===== config.mk =====
export PLATFORM = sky130hd
export DESIGN_NAME = alu_seq
export DESIGN_NICKNAME = d
export VERILOG_FILES = /design/src/rtl/alu_seq.sv
export SDC_FILE = /design/constraint.sdc
export NUM_CORES = 1
export LEC_CHECK = 0
export BUFFER_PORTS_ARGS = -buffer_cell sky130_fd_sc_hd__buf_2
export CAP_MARGIN = 10
export CORE_MARGIN = 2
export CORE_UTILIZATION = 57
export DETAILED_ROUTE_END_ITERATION = 10
export PLACE_DENSITY = 0.8
export REMOVE_ABC_BUFFERS = 1
export SLEW_MARGIN = 25
export SYNTH_ARGS = -nofsm -noshare
export SYNTH_HDL_FRONTEND = slang
export SYNTH_SLANG_ARGS = --single-unit

===== constraint.sdc =====
create_clock -name phi1 -period 3.8 [get_ports phi1]
set_input_delay 0.76 -clock phi1 [delete_from_list [all_inputs] [get_ports phi1]]
set_output_delay 0.76 -clock phi1 [all_outputs]
set_load 0.01 [all_outputs]

===== src/rtl/alu_seq.sv =====
// alu_seq: multi-cycle, width-parameterised successor to the 6502 ALU.
// Takes an operation over a valid/ready handshake, computes it, and holds
// the result, the {N,V,Z,C} flags and a per-op flag-write mask until the
// consumer takes them.
// Optional build macro ALU_BCD_EN: adds the decimal ADC/SBC path, which
// adjusts one nibble per cycle in the BCD state. Without it dec_mode is
// ignored and every operation finishes with binary latency.
module alu_seq #(
  parameter int WIDTH  = 8,
  parameter int FUNC_W = 4
) (
  input  logic              phi1,
  input  logic              reset,
  input  logic              in_valid,
  output logic              in_ready,
  input  logic [WIDTH-1:0]  a,
  input  logic [WIDTH-1:0]  b,
  input  logic [FUNC_W-1:0] func,
  input  logic              carry_in,
  input  logic              dec_mode,
  output logic              out_valid,
  input  logic              out_ready,
  output logic [WIDTH-1:0]  dout,
  output logic [3:0]        flags,
  output logic [3:0]        flag_we,
  output logic              err
);

  localparam logic [FUNC_W-1:0] F_ADC = FUNC_W'(0);
  localparam logic [FUNC_W-1:0] F_SBC = FUNC_W'(1);
  localparam logic [FUNC_W-1:0] F_AND = FUNC_W'(2);
  localparam logic [FUNC_W-1:0] F_ORA = FUNC_W'(3);
  localparam logic [FUNC_W-1:0] F_EOR = FUNC_W'(4);
  localparam logic [FUNC_W-1:0] F_ASL = FUNC_W'(5);
  localparam logic [FUNC_W-1:0] F_LSR = FUNC_W'(6);
  localparam logic [FUNC_W-1:0] F_ROL = FUNC_W'(7);
  localparam logic [FUNC_W-1:0] F_ROR = FUNC_W'(8);
  localparam logic [FUNC_W-1:0] F_CMP = FUNC_W'(9);

  typedef enum logic [1:0] {
    S_IDLE = 2'd0,
    S_EXEC = 2'd1,
    S_BCD  = 2'd2,
    S_DONE = 2'd3
  } state_t;

  state_t r_state;
  state_t w_next_state;

  // Handshake and result registers
  logic              r_in_ready;
  logic              r_out_valid;
  logic [WIDTH-1:0]  r_dout;
  logic [3:0]        r_flags;
  logic [3:0]        r_we;
  logic              r_err;

  // Latched operation
  logic [WIDTH-1:0]  r_a;
  logic [WIDTH-1:0]  r_b;
  logic [FUNC_W-1:0] r_func;
  logic              r_c;

  // Binary datapath
  logic [WIDTH-1:0]  w_b_eff;
  logic              w_cin;
  logic [WIDTH:0]    w_sum;
  logic              w_v;
  logic [WIDTH-1:0]  w_res;
  logic              w_c;
  logic [3:0]        w_we;
  logic              w_err;
  logic [3:0]        w_flags;

  // Result load selection
  logic              w_accept;
  logic              w_is_dec;
  logic              w_load;
  logic [WIDTH-1:0]  w_ld_dout;
  logic [3:0]        w_ld_flags;
  logic [3:0]        w_ld_we;
  logic              w_ld_err;

  assign w_accept  = in_valid && r_in_ready;

  assign in_ready  = r_in_ready;
  assign out_valid = r_out_valid;
  assign dout      = r_dout;
  assign flags     = r_flags;
  assign flag_we   = r_we;
  assign err       = r_err;

`ifdef ALU_BCD_EN
  localparam int CNT_W = (WIDTH / 4 > 1) ? $clog2(WIDTH / 4) : 1;
  localparam logic [CNT_W-1:0] LAST_NIB = CNT_W'(WIDTH / 4 - 1);

  logic              r_dec;
  logic [CNT_W-1:0]  r_cnt;
  logic              r_cy;
  logic [WIDTH-1:0]  r_acc;
  logic [2:0]        r_nvz;

  logic [3:0]        w_a_nib;
  logic [3:0]        w_b_nib;
  logic [4:0]        w_sum_nib;
  logic [3:0]        w_nib;
  logic              w_cy_next;
  logic              w_c_dec;
  logic              w_last;
  logic [WIDTH-1:0]  w_acc_next;

  assign w_is_dec   = r_dec && ((r_func == F_ADC) || (r_func == F_SBC));
  assign w_a_nib    = 4'(r_a >> {r_cnt, 2'b00});
  assign w_b_nib    = 4'(r_b >> {r_cnt, 2'b00});
  assign w_last     = (r_cnt == LAST_NIB);
  assign w_acc_next = r_acc | (WIDTH'(w_nib) << {r_cnt, 2'b00});
  // SBC carries a borrow in r_cy, so its final C is the inverted borrow
  assign w_c_dec    = (r_func == F_SBC) ? ~w_cy_next : w_cy_next;
  assign w_load     = ((r_state == S_EXEC) && !w_is_dec) ||
                      ((r_state == S_BCD) && w_last);

  // Decimal adjust of the current nibble (carry for ADC, borrow for SBC)
  always_comb begin
    w_sum_nib = 5'd0;
    w_nib     = 4'd0;
    w_cy_next = 1'b0;
    if (r_func == F_SBC) begin
      w_sum_nib = {1'b0, w_a_nib} - {1'b0, w_b_nib} - {4'd0, r_cy};
      if (w_sum_nib[4]) begin
        w_nib     = w_sum_nib[3:0] - 4'd6;
        w_cy_next = 1'b1;
      end else begin
        w_nib     = w_sum_nib[3:0];
        w_cy_next = 1'b0;
      end
    end else begin
      w_sum_nib = {1'b0, w_a_nib} + {1'b0, w_b_nib} + {4'd0, r_cy};
      if (w_sum_nib > 5'd9) begin
        w_nib     = w_sum_nib[3:0] + 4'd6;
        w_cy_next = 1'b1;
      end else begin
        w_nib     = w_sum_nib[3:0];
        w_cy_next = 1'b0;
      end
    end
  end

  // Decimal-path state: nibble counter, carry/borrow, partial result
  always_ff @(posedge phi1 or posedge reset) begin
    if (reset) begin
      r_dec <= 1'b0;
      r_cnt <= '0;
      r_cy  <= 1'b0;
      r_acc <= '0;
      r_nvz <= 3'b000;
    end else begin
      case (r_state)
        S_IDLE: begin
          if (w_accept) begin
            r_dec <= dec_mode;
          end
        end
        S_EXEC: begin
          if (w_is_dec) begin
            r_cnt <= '0;
            r_acc <= '0;
            r_cy  <= (r_func == F_SBC) ? ~r_c : r_c;
            r_nvz <= w_flags[3:1];
          end
        end
        S_BCD: begin
          r_cy  <= w_cy_next;
          r_acc <= w_acc_next;
          if (w_last) begin
            r_cnt <= '0;
          end else begin
            r_cnt <= r_cnt + CNT_W'(1);
          end
        end
        default: begin
        end
      endcase
    end
  end
`else
  logic w_unused_dec;
  assign w_unused_dec = dec_mode;
  assign w_is_dec     = 1'b0;
  assign w_load       = (r_state == S_EXEC);
`endif

  // SBC and CMP add the inverted operand; CMP always carries in 1
  always_comb begin
    w_b_eff = r_b;
    w_cin   = r_c;
    if ((r_func == F_SBC) || (r_func == F_CMP)) begin
      w_b_eff = ~r_b;
    end else begin
      w_b_eff = r_b;
    end
    if (r_func == F_CMP) begin
      w_cin = 1'b1;
    end else begin
      w_cin = r_c;
    end
  end

  assign w_sum = {1'b0, r_a} + {1'b0, w_b_eff} + {{WIDTH{1'b0}}, w_cin};
  assign w_v   = (r_a[WIDTH-1] == w_b_eff[WIDTH-1]) &&
                 (w_sum[WIDTH-1] != r_a[WIDTH-1]);

  // Binary result, carry and flag-write mask per function
  always_comb begin
    w_res = '0;
    w_c   = 1'b0;
    w_we  = 4'b0000;
    w_err = 1'b0;
    case (r_func)
      F_ADC, F_SBC: begin
        w_res = w_sum[WIDTH-1:0];
        w_c   = w_sum[WIDTH];
        w_we  = 4'b1111;
      end
      F_CMP: begin
        w_res = w_sum[WIDTH-1:0];
        w_c   = w_sum[WIDTH];
        w_we  = 4'b1011;
      end
      F_AND: begin
        w_res = r_a & r_b;
        w_we  = 4'b1010;
      end
      F_ORA: begin
        w_res = r_a | r_b;
        w_we  = 4'b1010;
      end
      F_EOR: begin
        w_res = r_a ^ r_b;
        w_we  = 4'b1010;
      end
      F_ASL: begin
        w_res = {r_a[WIDTH-2:0], 1'b0};
        w_c   = r_a[WIDTH-1];
        w_we  = 4'b1011;
      end
      F_ROL: begin
        w_res = {r_a[WIDTH-2:0], r_c};
        w_c   = r_a[WIDTH-1];
        w_we  = 4'b1011;
      end
      F_LSR: begin
        w_res = {1'b0, r_a[WIDTH-1:1]};
        w_c   = r_a[0];
        w_we  = 4'b1011;
      end
      F_ROR: begin
        w_res = {r_c, r_a[WIDTH-1:1]};
        w_c   = r_a[0];
        w_we  = 4'b1011;
      end
      default: begin
        w_res = '0;
        w_c   = 1'b0;
        w_we  = 4'b0000;
        w_err = 1'b1;
      end
    endcase
  end

  // Flags not written by this op read as 0
  assign w_flags = {w_res[WIDTH-1], w_v, (w_res == '0), w_c} & w_we;

  // Pick what lands in the output registers: binary result or BCD result
  always_comb begin
    w_ld_dout  = w_res;
    w_ld_flags = w_flags;
    w_ld_we    = w_we;
    w_ld_err   = w_err;
`ifdef ALU_BCD_EN
    if (r_state == S_BCD) begin
      w_ld_dout  = w_acc_next;
      w_ld_flags = {r_nvz, w_c_dec};
      w_ld_we    = 4'b1111;
      w_ld_err   = 1'b0;
    end else begin
      w_ld_dout  = w_res;
      w_ld_flags = w_flags;
      w_ld_we    = w_we;
      w_ld_err   = w_err;
    end
`endif
  end

  // Next-state logic for the operation sequencer
  always_comb begin
    w_next_state = r_state;
    case (r_state)
      S_IDLE: begin
        if (w_accept) begin
          w_next_state = S_EXEC;
        end else begin
          w_next_state = S_IDLE;
        end
      end
      S_EXEC: begin
        if (w_is_dec) begin
          w_next_state = S_BCD;
        end else begin
          w_next_state = S_DONE;
        end
      end
`ifdef ALU_BCD_EN
      S_BCD: begin
        if (w_last) begin
          w_next_state = S_DONE;
        end else begin
          w_next_state = S_BCD;
        end
      end
`endif
      S_DONE: begin
        if (out_ready) begin
          w_next_state = S_IDLE;
        end else begin
          w_next_state = S_DONE;
        end
      end
      default: begin
        w_next_state = S_IDLE;
      end
    endcase
  end

  // Sequencer state register
  always_ff @(posedge phi1 or posedge reset) begin
    if (reset) begin
      r_state <= S_IDLE;
    end else begin
      r_state <= w_next_state;
    end
  end

  // Handshake outputs, operand latch and held result registers
  always_ff @(posedge phi1 or posedge reset) begin
    if (reset) begin
      r_in_ready  <= 1'b0;
      r_out_valid <= 1'b0;
      r_dout      <= '0;
      r_flags     <= 4'b0000;
      r_we        <= 4'b0000;
      r_err       <= 1'b0;
      r_a         <= '0;
      r_b         <= '0;
      r_func      <= '0;
      r_c         <= 1'b0;
    end else begin
      r_in_ready  <= (w_next_state == S_IDLE);
      r_out_valid <= (w_next_state == S_DONE);
      if (w_accept) begin
        r_a    <= a;
        r_b    <= b;
        r_func <= func;
        r_c    <= carry_in;
      end
      if (w_load) begin
        r_dout  <= w_ld_dout;
        r_flags <= w_ld_flags;
        r_we    <= w_ld_we;
        r_err   <= w_ld_err;
      end
    end
  end

endmodule


==> flow_summary_export.csv <==
group,metric,value,unit
yosys,syn_area,2740,um2
run_status,status,"finished clean",
grt,grt-ovfl-total,0,
worst_hold_path,hp-start,"flags[1]",
timing,period_minus_slack,3.19,ns
clock_tree,cts_resized,0,
timing,max_freq,313,MHz
clock_tree,htreeDepth,2,
yosys,yosys_warnings,0,
worst_setup_path,worstPathRequired,4.01,ns
place,dpl.hpwl,4210,um
worst_setup_path,path_cells,"nor2_1 > and2_1 > xnor2_1 > fa_1 > fa_1 > a21o_1 > a211oi_1 > nor3_1 > a211oi_1 > nand4_1 > o41ai_2",
floorplanning,pin_count,45,
worst_setup_path,worstPathMaxFanout,3,
clock_tree,cts_buffer_depth,2,
timing,tightestPinTransition,0.886,ns
clock_tree,postCtsSetupRepairBufs,0,
floorplanning,dieArea,5380,um2
worst_hold_path,min_delay_path_depth,2,
cells_and_area,drive_gt1_share,26.4,%
grt,grt_max_degree,42,
worst_setup_path,reg2reg_to,"flags[1]",
clock_tree,clk_pin_slew,0.08,ns
floorplanning,initial_core_util,58.5,%
worst_setup_path,r2r_slack,0.61,ns
place,io_buffers,43,
detailed_routing,vias,2202,
floorplanning,die_x,73.4,um
yosys,ys_seq_area_share,37.4,%
clock_tree,clock_sinks,41,
yosys,yosys_register_bits,41,
yosys,synth_area_per_cell,9.66,um2
detailed_routing,postRouteAntennaNets,0,
worst_setup_path,reg2reg_from,"r_func[2]",
worst_setup_path,worstPathBufferInverterCount,0,
worst_setup_path,endpoint_kind,"flop",
timing,finalCritPeriodShare,84.0,%
clock_tree,worstSkewPairLatency,0.30,ns
place,gp_congestion,0.935,
grt,grt_pass1_vias,2006,
cells_and_area,area_delta_synth_final,12.6,%
timing,rsz0062_at_grt,"no",
yosys,async_reset_ff_share,100,%
job,drv_cap,0,
timing,fin_setup_tns,0,ns
detailed_routing,wire_per_inst,14.9,um
yosys,synthFlopType,"dfrtp_1",
worst_setup_path,critPathMaxStageDelay,0.47,ns
clock_tree,cts_made_buffers,5,
worst_setup_path,cp_top_family,"compound AO/OA/AOI/OAI gates",
cells_and_area,num_antenna_cells,0,
clock_tree,ctsHoldBuffers,0,
yosys,ys_types,47,
timing,maxSlewViolCount,0,
detailed_routing,routed_wl,5650,um
worst_setup_path,r2r_cells,11,
worst_hold_path,min_path_type,"reg2reg",
floorplanning,core,4690,um2
detailed_routing,vias_per_cell,5.79,
timing,skew,0.00472,ns
yosys,synth_edf_count,0,
timing,finalHoldViolations,0,
detailed_routing,first_iter_violations,147,
worst_setup_path,critical_path_arrival,3.40,ns
worst_setup_path,crit_type,"reg2reg",
timing,max-slew-margin-rel,40.8,%
worst_setup_path,slowest_stage,"fa_1",
worst_hold_path,hold_end,"flags[1]",
clock_tree,cts_tree,"yes",
detailed_routing,drc,0,
clock_tree,cts-root-buf,"clkbuf_8",
floorplanning,fp.dieH,73.4,um
grt,antenna_found_initial,0,
floorplanning,rows,25,
grt,track_usage,22.4,%
timing,setup_viol,0,
yosys,synthCells,284,
cells_and_area,fin_nets,376,
worst_setup_path,start_kind,"flop",
grt,grt_pass1_wl,9280,um
detailed_routing,firstDrtPassIters,4,
[worst max-delay path by stage]
stage                          from  endpoint  depth (start not counted)
after detailed placement  r_func[2]  flags[1]                         11
final                     r_func[2]  flags[1]                         11
after floorplan           r_func[0]  flags[1]                         10
after global routing      r_func[2]  flags[1]                         11
after global placement    r_func[2]  flags[1]                         11
after CTS                 r_func[2]  flags[1]                         11
[state kept, by name, summed over array words and instances, names as in the netlist, 2 cells and up]
name,flops
dout,8
flag_we,3
flags,4
r_a,8
r_b,8
r_func,4
r_state,2
[tightest hold or removal path, cell delays in order (launching register included)]
cell	delay (ns)
dfrtp_1	0.34
nand2_1	0.07
o41ai_2	0.05
[layout make-up]
class / count / area, um2
Inverter: 20 / 75.1
Clock inverter: 2 / 13.8
Sequential cell: 41 / 1030
Clock buffer: 6 / 82.6
Multi-Input combinational cell: 208 / 1560
Timing Repair Buffer: 49 / 260
Fill cell: 392 / 1600
Tap cell: 54 / 67.6
[metal layers]
layer | vias up | part of all wire (%) | global-route usage, %
li1 | 1094 | - | -
met3 | 8 | 5.8 | 4.12
met5 | - | 0 | 0
met1 | 1033 | 46 | 30.9
met2 | 67 | 47 | 35.6
met4 | 0 | 1.6 | 7.47
[synth_stat cells, types with 2 or more instances]
library cell  number  area (um2)
a31oi_1            3        18.8
dfrtp_1           41        1030
nand3_1           10        50.1
nand3b_1           3        22.5
a2bb2oi_1          3        26.3
a21o_1             5        37.5
nor2_1            18        67.6
nand2_1           23        86.3
nor2b_1            5        31.3
a21boi_0           2        15.0
a211oi_1          10        75.1
ha_1              23         288
xnor2_1           10        87.6
nand2b_1           2        12.5
o211ai_1           3        22.5
clkbuf_1           4        15.0
fa_1               2        40.0
a22o_1             5        43.8
inv_1             20        75.1
mux2_2            23         259
nor3b_1            2        15.0
nand4_1            2        12.5
buf_2              5        25.0
or3b_2             2        17.5
and2_1             2        12.5
a22oi_1            2        15.0
o21ai_0           15        75.1
a21oi_1           10        50.1
o21a_1             3        22.5
nor3_1             5        25.0
buf_4              4        30.0
buf_1              2        7.51
[stage by stage]
stage | area (um2) | setup WS, ns | hold slack, ns | utilization, % | cells
2_1_floorplan | 2670 | 0.432 | 0.484 | - | 269
3_3_place_gp | 2990 | 0.710 | 0.455 | 63.8 | 372
3_5_place_dp | 2990 | 0.647 | 0.457 | 63.8 | 372
4_1_cts | 3090 | 0.623 | 0.481 | 65.8 | 380
5_1_grt | 3090 | 0.350 | 0.500 | 65.8 | 380
6_report | 3090 | 0.607 | 0.482 | 65.8 | 380
[layout by cell type (no fill, tap or decap), types with 2 or more instances in the layout]
cell / instances
a2bb2oi_1: 3
a31oi_1: 3
a21oi_1: 10
xnor2_1: 10
mux2_2: 23
o21ai_0: 15
or3b_2: 2
buf_2: 43
nor2_1: 18
nor3_1: 5
a22o_1: 5
and2_1: 2
a22oi_1: 2
a21o_1: 5
buf_4: 6
o211ai_1: 3
nand2b_1: 2
a211oi_1: 10
clkbuf_8: 6
nand3_1: 10
nand4_1: 2
nor3b_1: 2
nor2b_1: 5
fa_1: 2
inv_1: 20
ha_1: 23
nand2_1: 23
dfrtp_1: 41
a21boi_0: 2
o21a_1: 3
nand3b_1: 3
[kinds of logic (layout without fill, tap and decap cells)]
group / count (synthesis) / count (layout) / synth area share, %
and+or+nand+nor: 78 / 78 / 14.1
AOI/OAI and AO/OA: 71 / 71 / 18.0
DFF: 41 / 41 / 37.4
buffers and inverters: 35 / 77 / 5.57
adders and majority gates: 25 / 25 / 12.0
muxes: 23 / 23 / 9.44
xor gates and xnor gates: 11 / 11 / 3.51
Power is left out: the tool's default activity adds up to more than one toggle a clock period on the data nets, which glitch-free logic cannot reach.
